## config.mk

```make
export PLATFORM = sky130hd
export DESIGN_NAME = instr_aligner_flat
export DESIGN_NICKNAME = d
export VERILOG_FILES = /design/src/rtl/instr_aligner_if.sv /design/src/rtl/instr_aligner.sv /design/src/flat_wrapper.sv
export SDC_FILE = /design/constraint.sdc
export NUM_CORES = 1
export LEC_CHECK = 0
export CAP_MARGIN = 15
export CELL_PAD_IN_SITES_DETAIL_PLACEMENT = 0
export CELL_PAD_IN_SITES_GLOBAL_PLACEMENT = 1
export CORE_MARGIN = 4
export CORE_UTILIZATION = 43
export DETAILED_ROUTE_END_ITERATION = 6
export PLACE_DENSITY = 0.82
export SETUP_SLACK_MARGIN = 0.1
export SYNTH_ARGS = -nofsm -noshare
export SYNTH_HDL_FRONTEND = slang
export SYNTH_SLANG_ARGS = --single-unit
```

## constraint.sdc

```tcl
create_clock -name clk -period 4.6 [get_ports clk]
set_input_delay 0.92 -clock clk [delete_from_list [all_inputs] [get_ports clk]]
set_output_delay 0.92 -clock clk [all_outputs]
set_load 0.1 [all_outputs]
```

## src/rtl/instr_aligner_if.sv

```systemverilog
// instr_aligner_if: fetch-side, redirect and decode-side signals of the instruction aligner.
//   fetch_*     : word stream from the fetcher and the next word address requested from it
//   redirect*   : flush and restart at a new PC
//   instr_*     : aligned instruction stream towards the decoder
//   count       : halfwords currently buffered
// Modport master is the aligner's view; modport slave is the fetcher/decoder/environment view.
interface instr_aligner_if #(
  parameter int DEPTH_HW = 8
) ();
  localparam int CNT_W = $clog2(DEPTH_HW) + 1;

  logic             fetch_valid;
  logic             fetch_ready;
  logic [31:0]      fetch_word;
  logic [31:0]      fetch_addr;
  logic [31:0]      fetch_req_pc;
  logic             redirect;
  logic [31:0]      redirect_pc;
  logic             instr_valid;
  logic             instr_ready;
  logic [31:0]      instr;
  logic [31:0]      instr_pc;
  logic             instr_compressed;
  logic             instr_illegal;
  logic [CNT_W-1:0] count;

  modport master (
    input  fetch_valid, fetch_word, fetch_addr, redirect, redirect_pc, instr_ready,
    output fetch_ready, fetch_req_pc, instr_valid, instr, instr_pc,
           instr_compressed, instr_illegal, count
  );

  modport slave (
    output fetch_valid, fetch_word, fetch_addr, redirect, redirect_pc, instr_ready,
    input  fetch_ready, fetch_req_pc, instr_valid, instr, instr_pc,
           instr_compressed, instr_illegal, count
  );
endinterface

```

## src/rtl/instr_aligner.sv

```systemverilog
// instr_aligner: turns 32-bit fetch words into aligned RV32 instructions (16- or 32-bit)
// with their PC. Owns PC sequencing and the fetch request address.
//   clk   : clock
//   reset : synchronous, active-high reset
//   bus   : instr_aligner_if.master (fetch in, redirect in, instruction out, count out)
// Words are split into halfwords and kept in a circular buffer; the head halfword's
// low two bits decide whether one or two halfwords form the next instruction.
module instr_aligner #(
  parameter int          DEPTH_HW = 8,
  parameter bit          ENABLE_C = 1'b1,
  parameter logic [31:0] RESET_PC = 32'h0
) (
  input logic            clk,
  input logic            reset,
  instr_aligner_if.master bus
);
  localparam int PTR_W = $clog2(DEPTH_HW);
  localparam int CNT_W = PTR_W + 1;
  // Accept a word only while two free slots remain, so a push never overflows.
  localparam logic [CNT_W-1:0] CNT_ROOM = CNT_W'(DEPTH_HW - 2);

  logic [15:0]      slot_q [DEPTH_HW];
  logic [PTR_W-1:0] rd_ptr_q, rd_ptr_d;
  logic [PTR_W-1:0] wr_ptr_q, wr_ptr_d;
  logic [CNT_W-1:0] count_q, count_d;
  logic [31:0]      pc_q, pc_d;
  logic [31:0]      req_pc_q, req_pc_d;
  logic             skip_low_q, skip_low_d;

  logic [15:0]      head_hw, next_hw;
  logic             head_is32, have_instr;
  logic             accept, push, pop;
  logic [CNT_W-1:0] push_n, pop_n;

  always_comb begin
    head_hw    = slot_q[rd_ptr_q];
    next_hw    = slot_q[rd_ptr_q + PTR_W'(1)];
    head_is32  = (head_hw[1:0] == 2'b11);
    have_instr = head_is32 ? (count_q >= CNT_W'(2)) : (count_q >= CNT_W'(1));
    accept     = bus.fetch_valid && bus.fetch_ready;
    // A word whose address differs from the requested one is an in-flight stale
    // fetch: it is consumed (accepted) but never written.
    push       = accept && !bus.redirect && (bus.fetch_addr == req_pc_q);
    pop        = have_instr && bus.instr_ready && !bus.redirect;
    push_n     = !push ? CNT_W'(0) : (skip_low_q ? CNT_W'(1) : CNT_W'(2));
    pop_n      = !pop  ? CNT_W'(0) : (head_is32  ? CNT_W'(2) : CNT_W'(1));
  end

  assign bus.fetch_ready      = !reset && (count_q <= CNT_ROOM);
  assign bus.fetch_req_pc     = req_pc_q;
  assign bus.instr_valid      = have_instr;
  assign bus.instr            = head_is32 ? {next_hw, head_hw} : {16'h0, head_hw};
  assign bus.instr_pc         = pc_q;
  assign bus.instr_compressed = have_instr && !head_is32;
  assign bus.instr_illegal    = have_instr && !head_is32 && !ENABLE_C;
  assign bus.count            = count_q;

  always_comb begin
    rd_ptr_d   = rd_ptr_q;
    wr_ptr_d   = wr_ptr_q;
    count_d    = count_q;
    pc_d       = pc_q;
    req_pc_d   = req_pc_q;
    skip_low_d = skip_low_q;
    if (bus.redirect) begin
      rd_ptr_d   = '0;
      wr_ptr_d   = '0;
      count_d    = '0;
      pc_d       = {bus.redirect_pc[31:1], 1'b0};
      req_pc_d   = {bus.redirect_pc[31:2], 2'b00};
      skip_low_d = bus.redirect_pc[1];
    end else begin
      count_d  = count_q + push_n - pop_n;
      rd_ptr_d = rd_ptr_q + PTR_W'(pop_n);
      wr_ptr_d = wr_ptr_q + PTR_W'(push_n);
      if (pop) begin
        pc_d = pc_q + (head_is32 ? 32'd4 : 32'd2);
      end
      if (push) begin
        req_pc_d   = req_pc_q + 32'd4;
        skip_low_d = 1'b0;
      end
    end
  end

  always_ff @(posedge clk) begin
    if (reset) begin
      rd_ptr_q   <= '0;
      wr_ptr_q   <= '0;
      count_q    <= '0;
      pc_q       <= RESET_PC;
      req_pc_q   <= {RESET_PC[31:2], 2'b00};
      skip_low_q <= RESET_PC[1];
    end else begin
      rd_ptr_q   <= rd_ptr_d;
      wr_ptr_q   <= wr_ptr_d;
      count_q    <= count_d;
      pc_q       <= pc_d;
      req_pc_q   <= req_pc_d;
      skip_low_q <= skip_low_d;
    end
  end

  // Buffer storage needs no reset: count gates every read.
  always_ff @(posedge clk) begin
    if (push) begin
      if (skip_low_q) begin
        slot_q[wr_ptr_q] <= bus.fetch_word[31:16];
      end else begin
        slot_q[wr_ptr_q]             <= bus.fetch_word[15:0];
        slot_q[wr_ptr_q + PTR_W'(1)] <= bus.fetch_word[31:16];
      end
    end
  end
endmodule
```

## src/flat_wrapper.sv

```systemverilog
// flat-port wrapper written by rule: the top's interface ports become plain ports
module instr_aligner_flat 
#(
  parameter int          DEPTH_HW = 8,
  parameter bit          ENABLE_C = 1'b1,
  parameter logic [31:0] RESET_PC = 32'h0
)
  (clk, reset, bus_fetch_valid, bus_fetch_word, bus_fetch_addr, bus_redirect, bus_redirect_pc, bus_instr_ready, bus_fetch_ready, bus_fetch_req_pc, bus_instr_valid, bus_instr, bus_instr_pc, bus_instr_compressed, bus_instr_illegal, bus_count);
  instr_aligner_if #(.DEPTH_HW(DEPTH_HW)) bus_i ();
  input logic clk;
  input logic reset;
  input wire logic [$bits(bus_i.fetch_valid)-1:0] bus_fetch_valid;
  input wire logic [$bits(bus_i.fetch_word)-1:0] bus_fetch_word;
  input wire logic [$bits(bus_i.fetch_addr)-1:0] bus_fetch_addr;
  input wire logic [$bits(bus_i.redirect)-1:0] bus_redirect;
  input wire logic [$bits(bus_i.redirect_pc)-1:0] bus_redirect_pc;
  input wire logic [$bits(bus_i.instr_ready)-1:0] bus_instr_ready;
  output wire logic [$bits(bus_i.fetch_ready)-1:0] bus_fetch_ready;
  output wire logic [$bits(bus_i.fetch_req_pc)-1:0] bus_fetch_req_pc;
  output wire logic [$bits(bus_i.instr_valid)-1:0] bus_instr_valid;
  output wire logic [$bits(bus_i.instr)-1:0] bus_instr;
  output wire logic [$bits(bus_i.instr_pc)-1:0] bus_instr_pc;
  output wire logic [$bits(bus_i.instr_compressed)-1:0] bus_instr_compressed;
  output wire logic [$bits(bus_i.instr_illegal)-1:0] bus_instr_illegal;
  output wire logic [$bits(bus_i.count)-1:0] bus_count;
  assign bus_i.fetch_valid = bus_fetch_valid;
  assign bus_i.fetch_word = bus_fetch_word;
  assign bus_i.fetch_addr = bus_fetch_addr;
  assign bus_i.redirect = bus_redirect;
  assign bus_i.redirect_pc = bus_redirect_pc;
  assign bus_i.instr_ready = bus_instr_ready;
  assign bus_fetch_ready = bus_i.fetch_ready;
  assign bus_fetch_req_pc = bus_i.fetch_req_pc;
  assign bus_instr_valid = bus_i.instr_valid;
  assign bus_instr = bus_i.instr;
  assign bus_instr_pc = bus_i.instr_pc;
  assign bus_instr_compressed = bus_i.instr_compressed;
  assign bus_instr_illegal = bus_i.instr_illegal;
  assign bus_count = bus_i.count;
  instr_aligner #(.DEPTH_HW(DEPTH_HW), .ENABLE_C(ENABLE_C), .RESET_PC(RESET_PC)) u_core (.clk(clk), .reset(reset), .bus(bus_i));
endmodule
```

==> summary.txt, run 1 <==
Status
  – Outcome: complete, no violations

Timing
  – Final worst setup slack: 450 ps
  – Final hold slack: 532 ps
  – RSZ-0062 raised after global routing: false
  – Max Freq: 241 MHz
  – Max_slew headroom: 29.6%
  – Fin. max-slew vios: 0
  – Final setup viols: 0
  – Setup_tns: 0 ps
  – Final period util: 90.2%
  – Slew @ Worst Pin: 1050 ps
  – Final Hold Fails: 0
  – Final min period: 4150 ps
  – Clock skew: 26.1 ps

Finish
  – Diodes inserted: 0
  – Fillcell total: 2,425
  – Multi-input logic area: 6570 sq um
  – Reg area: 5290 sq um
  – Layout cells sized above 1: 26.6%
  – Nets: 1,373
  – Fin area: 15,600 sq um
  – Synth-to-layout area growth: 26.5%

Critical path
  – Worst path bufs/invs: 3
  – Crit path required time: 3680 ps
  – Critical R2R Launch: u_core.rd_ptr_q[0]$_SDFF_PP0_
  – CP arrival: 3230 ps
  – Flop2flop setup slack: 650 ps
  – CP Cell Sequence: buf_4 > ha_2 > buf_4 > mux4_2 > nand2_1 > a21oi_1 > buf_12
  – Top delay family on crit path: buffers and inverters
  – Crit end category: primary output
  – Most used cell, CP: buf_4
  – Worst R2R Path Depth: 12
  – CP max stage cell: ha_2
  – Crit Path Class: reg -> out
  – RR Endpoint: u_core.bus.instr_pc[30]$_SDFFE_PP0P_
  – Startpoint Class: register
  – Worst Path Max Fanout: 21
  – Slowest Stage Delay on Critical Path: 600 ps

CTS
  – Later-pin clock latency in the skew report: 460 ps
  – Post-CTS setup buffer count: 0
  – H-tree level count: 4
  – Bufs on Longest Clock Path: 2
  – Root buffer cell: clkbuf_16
  – CTS tree: built
  – Cts bufs inserted: 17
  – Hold_buf cts: 0
  – Clock Pin Slew Worst Setup and Hold Paths: 80 ps
  – Post-cts sizing count: 0
  – Clk sinks: 200

Synth
  – Mapped Cells: 1,071
  – EDFF count, synth: 128
  – Yosys top cell area share: 31.3%
  – Unique masters post-synth: 60
  – Post-Syn Area per Cell: 11.5 sq um
  – Sequential fraction of the synthesis area: 43.0%
  – Largest cells by area after synthesis: edfxtp_1, mux2_2, dfxtp_1
  – Async SR Flop Fraction: 0%
  – Synth Register Bits: 200
  – Syn. warnings: 0
  – Mapped Area: 12,300 sq um
  – Primary FF master, synth: edfxtp_1
  – Largest area contributor in the netlist: edfxtp_1

Worst hold path
  – Hold WC Path Type: reg -> reg
  – Hold path depth: 2
  – Worst Hold End: u_core.bus.instr_pc[1]$_SDFFE_PP0P_
  – Min-delay src: u_core.bus.instr_pc[1]$_SDFFE_PP0P_

Die
  – Die ar.: 31,400 sq um
  – Ports: 205
  – Core ar.: 28,000 sq um
  – Initial Utilization: 43.9%
  – Die outline height: 177 microns
  – Row cnt: 61
  – Die W: 177 microns

Detailed routing
  – DR vias: 9,725
  – WL final: 38.0 mm
  – DRT iter0 DRCs: 824
  – Pre-Repair DR Iteration Count: 5
  – DR WL/cell: 23.1 microns
  – Final ANT Viol Nets: 0
  – DR DRC count: 0
  – Vias per cell: 5.91

Placement
  – Place WS: 476 ps
  – DP HPWL: 26.1 mm
  – Gp weighted congestion: 0.867
  – IO buf count: 199
  – Cell area after placement: 14,900 sq um

Global route
  – Largest net degree at the start of global routing: 64
  – Vias in the first global route: 9,605
  – GRT Util Overall: 23.8%
  – Remaining global-route overflow: 0
  – Antenna violations before repair: 1
  – First-pass GRT wire length: 57.0 mm

Power and ir drop
  – Pwr dens: 279 nW/um^2
  – Maximum VDD drop: 0.000301 V
  – LEAKAGE: 5.27 nW

Run
  – MaxCap Viol Count: 0
## cell usage after synthesis (7+ instances only)
| cell type | n |
|---|---|
| mux2_2 | 144 |
| edfxtp_1 | 128 |
| nand2_1 | 75 |
| dfxtp_1 | 72 |
| mux4_2 | 64 |
| nor2_1 | 58 |
| a21oi_1 | 53 |
| clkbuf_1 | 52 |
| xor2_1 | 37 |
| o21ai_0 | 36 |
| inv_1 | 32 |
| xnor2_1 | 32 |
| nand3_1 | 31 |
| nor3_1 | 26 |
| a211oi_1 | 23 |
| mux2i_1 | 18 |
| buf_1 | 14 |
| nand4_1 | 14 |
| nor3b_1 | 14 |
| ha_1 | 13 |
| nor4_1 | 13 |
| a21boi_0 | 10 |
| and3_1 | 8 |
| a31oi_1 | 7 |
| nor2b_1 | 7 |
## metal layers
metal,GRT usage (%),wire length [microns],vias to the layer above
met4,5.74,667,2
met3,4.34,2990,41
li1,-,-,4406
met5,0,13,-
met2,41.1,19000,447
met1,31.1,15200,4829
## cell usage in the layout (no fill, tap or decap), types with 6 or more instances in the layout
cell / count
a211oi_1: 23
a21boi_0: 10
a21o_1: 6
a21oi_1: 52
a31oi_1: 7
and3_1: 8
buf_12: 19
buf_4: 58
clkbuf_16: 17
clkdlybuf4s50_1: 162
clkinv_8: 6
dfxtp_1: 71
edfxtp_1: 128
ha_1: 12
inv_1: 31
mux2_2: 144
mux2i_1: 18
mux4_2: 64
nand2_1: 75
nand3_1: 31
nand4_1: 14
nor2_1: 58
nor2b_1: 7
nor3_1: 26
nor3b_1: 14
nor4_1: 13
o21ai_0: 36
xnor2_1: 32
xor2_1: 37
## where the power goes
part | total [mW] | switching (mW) | leakage, nW | internal (mW)
sequential | 2.01 | 0.0670 | 1.74 | 1.94
clock | 1.64 | 0.866 | 0.315 | 0.777
combinational | 0.685 | 0.447 | 3.22 | 0.239
total | 4.34 | 1.38 | 5.27 | 2.96
## logic make-up after synthesis
logic type	after synthesis	share of synthesized area [%]
AND/OR/NAND/NOR	279	11.4
multiplexers	226	26.4
flip-flops	200	43.0
AO/OA/AOI/OAI	165	8.43
buffers and inverters	113	3.79
XOR/XNOR	69	4.91
adder cells (fa/ha/maj)	18	2.14
other	1	0.0305
## metrics by stage
stage | instances | power, mW | utilization (%)
after floorplan | 1074 | 2.48 | -
after global placement | 1613 | 2.72 | 53.2
after detailed placement | 1613 | 2.73 | 53.2
after CTS | 1645 | 4.36 | 55.5
after global routing | 1645 | 4.45 | 55.5
final | 1645 | 4.34 | 55.5
## how the worst max path moves through the flow
stage / from / to / slack (ps) / cells past startpoint
2_1_floorplan: u_core.rd_ptr_q[2]$_SDFF_PP0_ / bus_instr[22] / 170 / 7
3_3_place_gp: bus_fetch_addr[24] / u_core.bus.count[3]$_SDFF_PP0_ / 480 / 12
3_5_place_dp: bus_fetch_addr[5] / u_core.bus.count[3]$_SDFF_PP0_ / 480 / 12
4_1_cts: u_core.rd_ptr_q[0]$_SDFF_PP0_ / bus_instr[27] / 390 / 7
5_1_grt: u_core.rd_ptr_q[0]$_SDFF_PP0_ / bus_instr[19] / 240 / 7
6_report: u_core.rd_ptr_q[0]$_SDFF_PP0_ / bus_instr[27] / 450 / 7
## sequential cells by signal, indices dropped and copies added (netlist names)
signal / cells
u_core.skip_low_q: 1
u_core.wr_ptr_q: 3
u_core.bus.fetch_req_pc: 30
u_core.bus.count: 4
u_core.slot_q: 128
u_core.bus.instr_pc: 31
u_core.rd_ptr_q: 3
## layout make-up
type | count | share of cell area [%]
Clock buffer | 17 | 2.73
Timing Repair Buffer | 241 | 15.7
Inverter | 33 | 0.796
Tap cell | 378 | 3.04
Sequential cell | 200 | 34.0
Clock inverter | 15 | 1.49
Multi-Input combinational cell | 761 | 42.2
## worst register-to-register path: stages (launching register included)
cell and delay, ps:
dfxtp_4 590, mux4_2 570, mux2_2 320, nand2_1 130
buf_4 350, inv_1 200, ha_1 330, a21o_1 150
nand2b_1 250, a21oi_1 330, nor4b_1 330, xnor2_1 150
a21boi_0 90
Note: power is estimated with default switching activity, not from simulation.
==> run 2, diff against run 1 <==
--- a/config.mk
+++ b/config.mk
@@ -5,6 +5,7 @@
 export SDC_FILE = /design/constraint.sdc
 export NUM_CORES = 1
 export LEC_CHECK = 0
+export ABC_AREA = 0
 export CAP_MARGIN = 15
 export CELL_PAD_IN_SITES_DETAIL_PLACEMENT = 0
 export CELL_PAD_IN_SITES_GLOBAL_PLACEMENT = 1
==> results of run 2 <==
The final DEF is identical to that of run 1; final timing and power are the same.
